**src/rtl/nibble_serial_adder_if.sv**
```systemverilog
// Operand/result handshake plus the side-channel to the external 4-bit adder slice.
// The master side issues operands and models the slice; the slave side is the sequencer.
interface nibble_serial_adder_if #(parameter int NIBBLES = 4);
  localparam int W = 4*NIBBLES;

  logic         in_valid;
  logic         in_ready;
  logic [W-1:0] in_a;
  logic [W-1:0] in_b;
  logic         in_cin;
  logic [3:0]   add_a;
  logic [3:0]   add_b;
  logic         add_cin;
  logic [4:0]   add_s;
  logic         out_valid;
  logic         out_ready;
  logic [W-1:0] out_sum;
  logic         out_cout;
  logic         busy;

  modport master (
    output in_valid, in_a, in_b, in_cin, add_s, out_ready,
    input  in_ready, add_a, add_b, add_cin, out_valid, out_sum, out_cout, busy
  );

  modport slave (
    input  in_valid, in_a, in_b, in_cin, add_s, out_ready,
    output in_ready, add_a, add_b, add_cin, out_valid, out_sum, out_cout, busy
  );
endinterface

```
**src/rtl/nibble_serial_adder.sv**
```systemverilog
// Serial wide adder: steps an external 4-bit slice across the operands LSB nibble first,
// chaining the carry through a register, and presents the wide sum on valid/ready.
module nibble_serial_adder #(
  parameter int NIBBLES = 4
) (
  input logic                   clk,
  input logic                   rst_n,
  nibble_serial_adder_if.slave  bus
);
  localparam int            W    = 4*NIBBLES;
  localparam int            IW   = $clog2(NIBBLES) + 1;
  localparam logic [IW-1:0] LAST = IW'(NIBBLES-1);

  typedef enum logic [1:0] {S_IDLE, S_RUN, S_DONE} state_t;

  state_t        r_state;
  logic [W-1:0]  r_a, r_b, r_sum;
  logic          r_carry;
  logic [IW-1:0] r_idx;
  logic          r_out_valid;

  logic [3:0]    w_nib_a, w_nib_b;

  // Nibble select with constant part-selects keeps every operand bit observable.
  always_comb begin
    w_nib_a = 4'h0;
    w_nib_b = 4'h0;
    for (int i = 0; i < NIBBLES; i++) begin
      if (r_idx == IW'(i)) begin
        w_nib_a = r_a[4*i +: 4];
        w_nib_b = r_b[4*i +: 4];
      end
    end
  end

  always_ff @(posedge clk or negedge rst_n) begin
    if (!rst_n) begin
      r_state     <= S_IDLE;
      r_a         <= '0;
      r_b         <= '0;
      r_sum       <= '0;
      r_carry     <= 1'b0;
      r_idx       <= '0;
      r_out_valid <= 1'b0;
    end else begin
      case (r_state)
        S_IDLE: begin
          if (bus.in_valid) begin
            r_a     <= bus.in_a;
            r_b     <= bus.in_b;
            r_carry <= bus.in_cin;
            r_idx   <= '0;
            r_sum   <= '0;
            r_state <= S_RUN;
          end
        end
        S_RUN: begin
          for (int i = 0; i < NIBBLES; i++)
            if (r_idx == IW'(i)) r_sum[4*i +: 4] <= bus.add_s[3:0];
          r_carry <= bus.add_s[4];
          r_idx   <= r_idx + 1'b1;
          if (r_idx == LAST) begin
            r_state     <= S_DONE;
            r_out_valid <= 1'b1;
          end
        end
        S_DONE: begin
          // Return to IDLE only; a new request is taken on a later edge.
          if (bus.out_ready) begin
            r_state     <= S_IDLE;
            r_out_valid <= 1'b0;
          end
        end
        default: begin
          r_state     <= S_IDLE;
          r_out_valid <= 1'b0;
        end
      endcase
    end
  end

  assign bus.in_ready  = rst_n && (r_state == S_IDLE);
  assign bus.busy      = (r_state != S_IDLE);
  assign bus.add_a     = (r_state == S_RUN) ? w_nib_a : 4'h0;
  assign bus.add_b     = (r_state == S_RUN) ? w_nib_b : 4'h0;
  assign bus.add_cin   = (r_state == S_RUN) ? r_carry : 1'b0;
  assign bus.out_valid = r_out_valid;
  assign bus.out_sum   = r_sum;
  assign bus.out_cout  = r_carry;
endmodule

```
**src/flat_wrapper.sv**
```systemverilog
// flat-port wrapper written by rule: the top's interface ports become plain ports
module nibble_serial_adder_flat 
#(
  parameter int NIBBLES = 4
)
  (clk, rst_n, bus_in_valid, bus_in_a, bus_in_b, bus_in_cin, bus_add_s, bus_out_ready, bus_in_ready, bus_add_a, bus_add_b, bus_add_cin, bus_out_valid, bus_out_sum, bus_out_cout, bus_busy);
  nibble_serial_adder_if #(.NIBBLES(NIBBLES)) bus_i ();
  input logic clk;
  input logic rst_n;
  input wire logic [$bits(bus_i.in_valid)-1:0] bus_in_valid;
  input wire logic [$bits(bus_i.in_a)-1:0] bus_in_a;
  input wire logic [$bits(bus_i.in_b)-1:0] bus_in_b;
  input wire logic [$bits(bus_i.in_cin)-1:0] bus_in_cin;
  input wire logic [$bits(bus_i.add_s)-1:0] bus_add_s;
  input wire logic [$bits(bus_i.out_ready)-1:0] bus_out_ready;
  output wire logic [$bits(bus_i.in_ready)-1:0] bus_in_ready;
  output wire logic [$bits(bus_i.add_a)-1:0] bus_add_a;
  output wire logic [$bits(bus_i.add_b)-1:0] bus_add_b;
  output wire logic [$bits(bus_i.add_cin)-1:0] bus_add_cin;
  output wire logic [$bits(bus_i.out_valid)-1:0] bus_out_valid;
  output wire logic [$bits(bus_i.out_sum)-1:0] bus_out_sum;
  output wire logic [$bits(bus_i.out_cout)-1:0] bus_out_cout;
  output wire logic [$bits(bus_i.busy)-1:0] bus_busy;
  assign bus_i.in_valid = bus_in_valid;
  assign bus_i.in_a = bus_in_a;
  assign bus_i.in_b = bus_in_b;
  assign bus_i.in_cin = bus_in_cin;
  assign bus_i.add_s = bus_add_s;
  assign bus_i.out_ready = bus_out_ready;
  assign bus_in_ready = bus_i.in_ready;
  assign bus_add_a = bus_i.add_a;
  assign bus_add_b = bus_i.add_b;
  assign bus_add_cin = bus_i.add_cin;
  assign bus_out_valid = bus_i.out_valid;
  assign bus_out_sum = bus_i.out_sum;
  assign bus_out_cout = bus_i.out_cout;
  assign bus_busy = bus_i.busy;
  nibble_serial_adder #(.NIBBLES(NIBBLES)) u_core (.clk(clk), .rst_n(rst_n), .bus(bus_i));
endmodule
```
**config.mk**
```make
export PLATFORM = sky130hd
export DESIGN_NAME = nibble_serial_adder_flat
export DESIGN_NICKNAME = d
export VERILOG_FILES = /design/src/rtl/nibble_serial_adder_if.sv /design/src/rtl/nibble_serial_adder.sv /design/src/flat_wrapper.sv
export SDC_FILE = /design/constraint.sdc
export NUM_CORES = 1
export LEC_CHECK = 0
export CORE_ASPECT_RATIO = 1.2
export CORE_MARGIN = 2
export CORE_UTILIZATION = 49
export CTS_BUF_LIST = sky130_fd_sc_hd__clkbuf_8
export CTS_CLUSTER_DIAMETER = 80
export DETAILED_ROUTE_END_ITERATION = 8
export PLACE_DENSITY = 0.94
export SYNTH_ARGS = -nofsm -noshare
export SYNTH_HDL_FRONTEND = slang
export SYNTH_SLANG_ARGS = --single-unit
export TNS_END_PERCENT = 30
```
**constraint.sdc**
```tcl
create_clock -name clk -period 2.3 [get_ports clk]
set_input_delay 0.69 -clock clk [delete_from_list [all_inputs] [get_ports clk]]
set_output_delay 0.69 -clock clk [all_outputs]
set_load 0.1 [all_outputs]
```
After elaboration in Yosys (flattened, before gate mapping)
Cells that the tools add are included.
{ "op_classes": {"n_addsub": 1, "reduce_logical": 13, "n_eq_ne": 11, "mux": 28, "bitwise": 1} }
{ "op_table": {"columns": ["operator", "n"], "rows": [
  ["2-to-1 mux 4 bit", 14],
  ["one-hot mux 16 bit (2 select lines)", 1],
  ["AND reduction 3 bit", 6],
  ["2-to-1 mux 16 bit", 1],
  ["!= test 2 x 1 -> 1 bit, second input constant", 4],
  ["equality test 3 x 2 -> 1 bit, second input constant", 2],
  ["2-to-1 mux 2 bit", 3],
  ["one-hot mux 2 bit (3 select lines)", 1],
  ["one-hot mux 3 bit (2 select lines)", 1],
  ["2-to-1 mux 1 bit", 4],
  ["!= test 2 bit, second input constant", 2],
  ["AND reduction 2 bit", 2],
  ["nonzero test 2 bit", 2],
  ["adder 3 x 1 -> 3 bit, second input constant", 1],
  ["equality test 3 x 1 -> 1 bit, second input constant", 1],
  ["logical NOT 3 bit", 1],
  ["2-to-1 mux 3 bit", 1],
  ["one-hot mux 1 bit (3 select lines)", 1],
  ["equality test 2 x 1 -> 1 bit, second input constant", 1],
  ["equality test 2 bit, second input constant", 1],
  ["logical NOT 2 bit", 1],
  ["one-hot mux 1 bit (2 select lines)", 1],
  ["logical AND 1 bit", 1],
  ["inverter 1 bit", 1]
]} }
{ "word_totals": {"inputBits": 42, "elab_cells": 64, "out_inout_bits": 29, "ff_bits": 55} }

Logic depth before layout (Yosys ltp)
{ "depth": {"word_depth": 6, "mapped_depth": 7, "depth_no_buf": 5} }

Least setup slack after synthesis
No wires, ideal clock.
{ "synth_path": {"kind": "register -> output", "startpoint": "reg u_core.r_state[0]", "endpoint": "out bus_in_ready", "t_arrival_ps": 2424, "required_ps": 1610, "path_stages_with_launch": 4, "slack_ps": -814, "n_path_buf": 1, "cell_sequence": "dfrtp_1 buf_2 or2_2 nor2_1"} }
{ "synth_via": {"elab_chain_len": 2} }
{ "synth_rtl": {"columns": ["item", "line", "source"], "rows": [
  ["start: declaration", "nibble_serial_adder.sv:16", "state_t r_state;"],
  ["start signal: assignment", "nibble_serial_adder.sv:38", "r_state <= S_IDLE;"],
  ["start signal: assignment", "nibble_serial_adder.sv:54", "r_state <= S_RUN;"],
  ["start signal: assignment", "nibble_serial_adder.sv:63", "r_state <= S_DONE;"],
  ["logical NOT 2 bit", "nibble_serial_adder.sv:82", "assign bus.in_ready = rst_n && (r_state == S_IDLE);"],
  ["logical AND 1 bit", "nibble_serial_adder.sv:82", null],
  ["end: declaration", "flat_wrapper.sv:16", "output wire logic [$bits(bus_i.in_ready)-1:0] bus_in_ready;"]
]} }
Every way passes these cells.

Worst setup path in the final report
{ "layout_path": {"startpoint": "reg u_core.r_idx[0]", "endpoint": "out bus_add_a[2]"} }
{ "layout_via": {"elab_chain_len": 6, "word_cells_on_any_way": 9, "cone_classes": "3 x eq/ne; 5 x mux; 1 x reduce/logical"} }
{ "layout_rtl": {"columns": ["item", "line", "source"], "rows": [
  ["start: declaration", "nibble_serial_adder.sv:19", "logic [IW-1:0] r_idx;"],
  ["start signal: assignment", "nibble_serial_adder.sv:61", "r_idx <= r_idx + 1'b1;"],
  ["logical NOT 3 bit", "nibble_serial_adder.sv:29", "if (r_idx == IW'(i)) begin"],
  ["2-to-1 mux 4 bit (3 in series)", "nibble_serial_adder.sv:29", null],
  ["2-to-1 mux 4 bit (*)", "nibble_serial_adder.sv:29", null],
  ["2-to-1 mux 4 bit (*)", "nibble_serial_adder.sv:84", "assign bus.add_a = (r_state == S_RUN) ? w_nib_a : 4'h0;"],
  ["end: declaration", "flat_wrapper.sv:17", "output wire logic [$bits(bus_i.add_a)-1:0] bus_add_a;"]
]} }
Every way passes the cells marked *; elsewhere a longest branch is shown, timed or not.

==> results.md <==
- Synthesized net count: 227
- Register area share after synthesis: 0.5624
- Wire per inst: 18.88 um
- CP Depth: 7
- Post-detail-place hpwl: 4341 um
- Hold path depth: 1
- Count of warnings emitted by yosys: 0
- CTS tree: done
- Die H: 81.42 um
- Largest net degree at the start of global routing: 56
- Sum of negative setup slack: -3007 ps
- Fin cells: 326
- Worst EP required: 1610 ps
- Setup ws final: -405.7 ps
- CTS root buffer: clkbuf_8
- Core Area: 4870 um^2
- Worst skew pair latency: 320 ps
- Final hold vios: 0
- Worst EP arrival: 2020 ps
- Setup CP Type: reg -> out
- Remaining DRCs: 0
- Minimum clock period: 2706 ps
- Worst-case clock buffer depth: 2
- H-tree levels: 2
- Inserted Clock Buffers: 5
- Mapped cell area: 2447 um^2
- Crit path buf inv count: 4
- Vias post-DR: 1853
- Nets: 312
- Share of layout cells above drive strength 1: 0.4135
- DR vias/cell: 5.684
- Crit-path cells: inv_2 -> buf_6 -> ha_4 -> buf_16 -> a221o_1 -> a32o_4 -> buf_12
- Global-route wire length before repair: 9880 um
- Skew final: 9.990 ps
- Final WL: 6156 um
- P&R area growth vs syn: 50.26%
- Final setup viols: 8
- CTS Sinks: 55
- Total gr overflow: 0
- Number of synthesized register bits: 55
- Dpl cells: 314
- Fin crit share: 1.176
- Tot GR Track Use: 0.2420
- Pins over their slew limit: 0
- DR pass1 iterations: 4
- Status: complete, but fails checks
- RSZ-0062 raised after global routing: true
- Placed cell areas: 3483 um^2
- Routed Antenna Nets: 0
- Avg Inst Size Synth: 13.60 um^2
- CP delay by family, top: compound AO/OA/AOI/OAI gates
- Port bufs: 70
- Max-cap violations: 0
- # IOs: 71
- Final non-filler cell area: 3677 um^2
- R2R depth: 7
- Startpoint Class: register
- Failing checks: negative setup slack
- DR iter-0 viols: 74
- Commonest non-fill, non-tap cell in the layout: dfrtp_1
- Dpl ws: -232.5 ps
- Max-slew headroom: 0.5510
- Row count: 28
- Worst-margin pin slew: 673.6 ps
- Syn Inst Count: 180
- Vias in the first global route: 1996
- CP endpoint kind: output pin
- Initial antenna violation count: 0
- Yosys cell types: 24
- Max Clk Rate: 0.3696 GHz
- DIE AREA: 5578 um^2
- Most frequent cells in the layout: dfrtp_1 (54), clkdlybuf4s50_1 (40), mux2_2 (30)
- Die Width: 68.52 um
- Crit Path Max Fanout: 6
- Final GP Congestion: 0.7565
- CP peak stage delay: 420 ps
- HP Class: reg -> reg
- Clk slew on worst S/H paths: 100 ps
- CP max stage cell: dfrtp_1
- Initial Util: 0.5026
- Diodes inserted: 0
[state kept, by name, indices dropped and copies added (netlist names)]
register,count
u_core.bus.out_sum,16
u_core.r_idx,3
u_core.bus.out_valid,1
u_core.r_b,16
u_core.r_state,2
u_core.bus.out_cout,1
u_core.r_a,16
[cell usage after synthesis, drive strengths merged]
cell type	number	share of area
nor3b	1	0.0077
a21oi	3	0.0061
buf	8	0.027
inv	6	0.0092
a221o	8	0.033
nor2	7	0.011
a21o	1	0.0031
nand2	5	0.0077
ha	5	0.026
a32o	8	0.033
nand2b	9	0.023
nor3	1	0.0041
and4bb	3	0.015
o21ai	5	0.010
nor2b	1	0.0026
or2	1	0.0026
and3b	2	0.0072
a22o	16	0.057
dfrtp	55	0.56
o21bai	1	0.0031
clkbuf	2	0.0031
mux2	32	0.15
[layout make-up]
cell class                 instances  area, um^2
sequential                        55        1378
tap                               60       75.07
fill                             293        1192
clock inverter                     3       27.53
inverter                           6       22.52
timing repair buffer              88       964.7
multi-input combinational        109        1141
clock buffer                       5       68.82
[stage by stage]
| step | util | hold WS, ps |
|---|---|---|
| finish | 0.7551 | 508.0 |
| global route | 0.7551 | 532.5 |
| CTS | 0.7544 | 512.5 |
| detailed placement | 0.7153 | 488.2 |
| global placement | 0.7153 | 470.1 |
| floorplan | - | 394.4 |
[metal layers]
metal	vias up	share of wire	track usage
li1	842	-	-
met1	929	0.39	0.3141
met2	69	0.53	0.4048
met3	13	0.056	0.04795
met4	0	0.019	0.07600
met5	-	0	0
[cells by family after synthesis]
logic type / share of synthesized area
AOI/OAI and AO/OA: 0.1452
adders and majority gates: 0.02556
buffers and inverters: 0.03885
DFF: 0.5624
muxes: 0.1472
and+or+nand+nor: 0.08079
[worst paths after layout]
check	start	endpoint	slack, ps
max	u_core.r_idx[0]	bus_add_a[2]	-410
min	u_core.r_b[11]	u_core.r_b[11]	510
max reg2reg	u_core.r_idx[0]	u_core.bus.out_sum[12]	500
min reg2reg	u_core.r_b[11]	u_core.r_b[11]	510
max in group asynchronous	rst_n	u_core.bus.out_cout	1290
min in group asynchronous	rst_n	u_core.r_state[1]	530
[repair_timing]
action                                  4_1_cts  5_1_grt
hold endpoints to repair                      0        0
gates cloned                                  1        0
gates resized for setup                      12        1
setup buffers                                 3        0
pin swaps                                     9        0
endpoints found under the setup margin        8        8
hold buffers                                  0        0
Power is left out: the tool's default activity adds up to more than one toggle a clock period on the data nets, which glitch-free logic cannot reach.
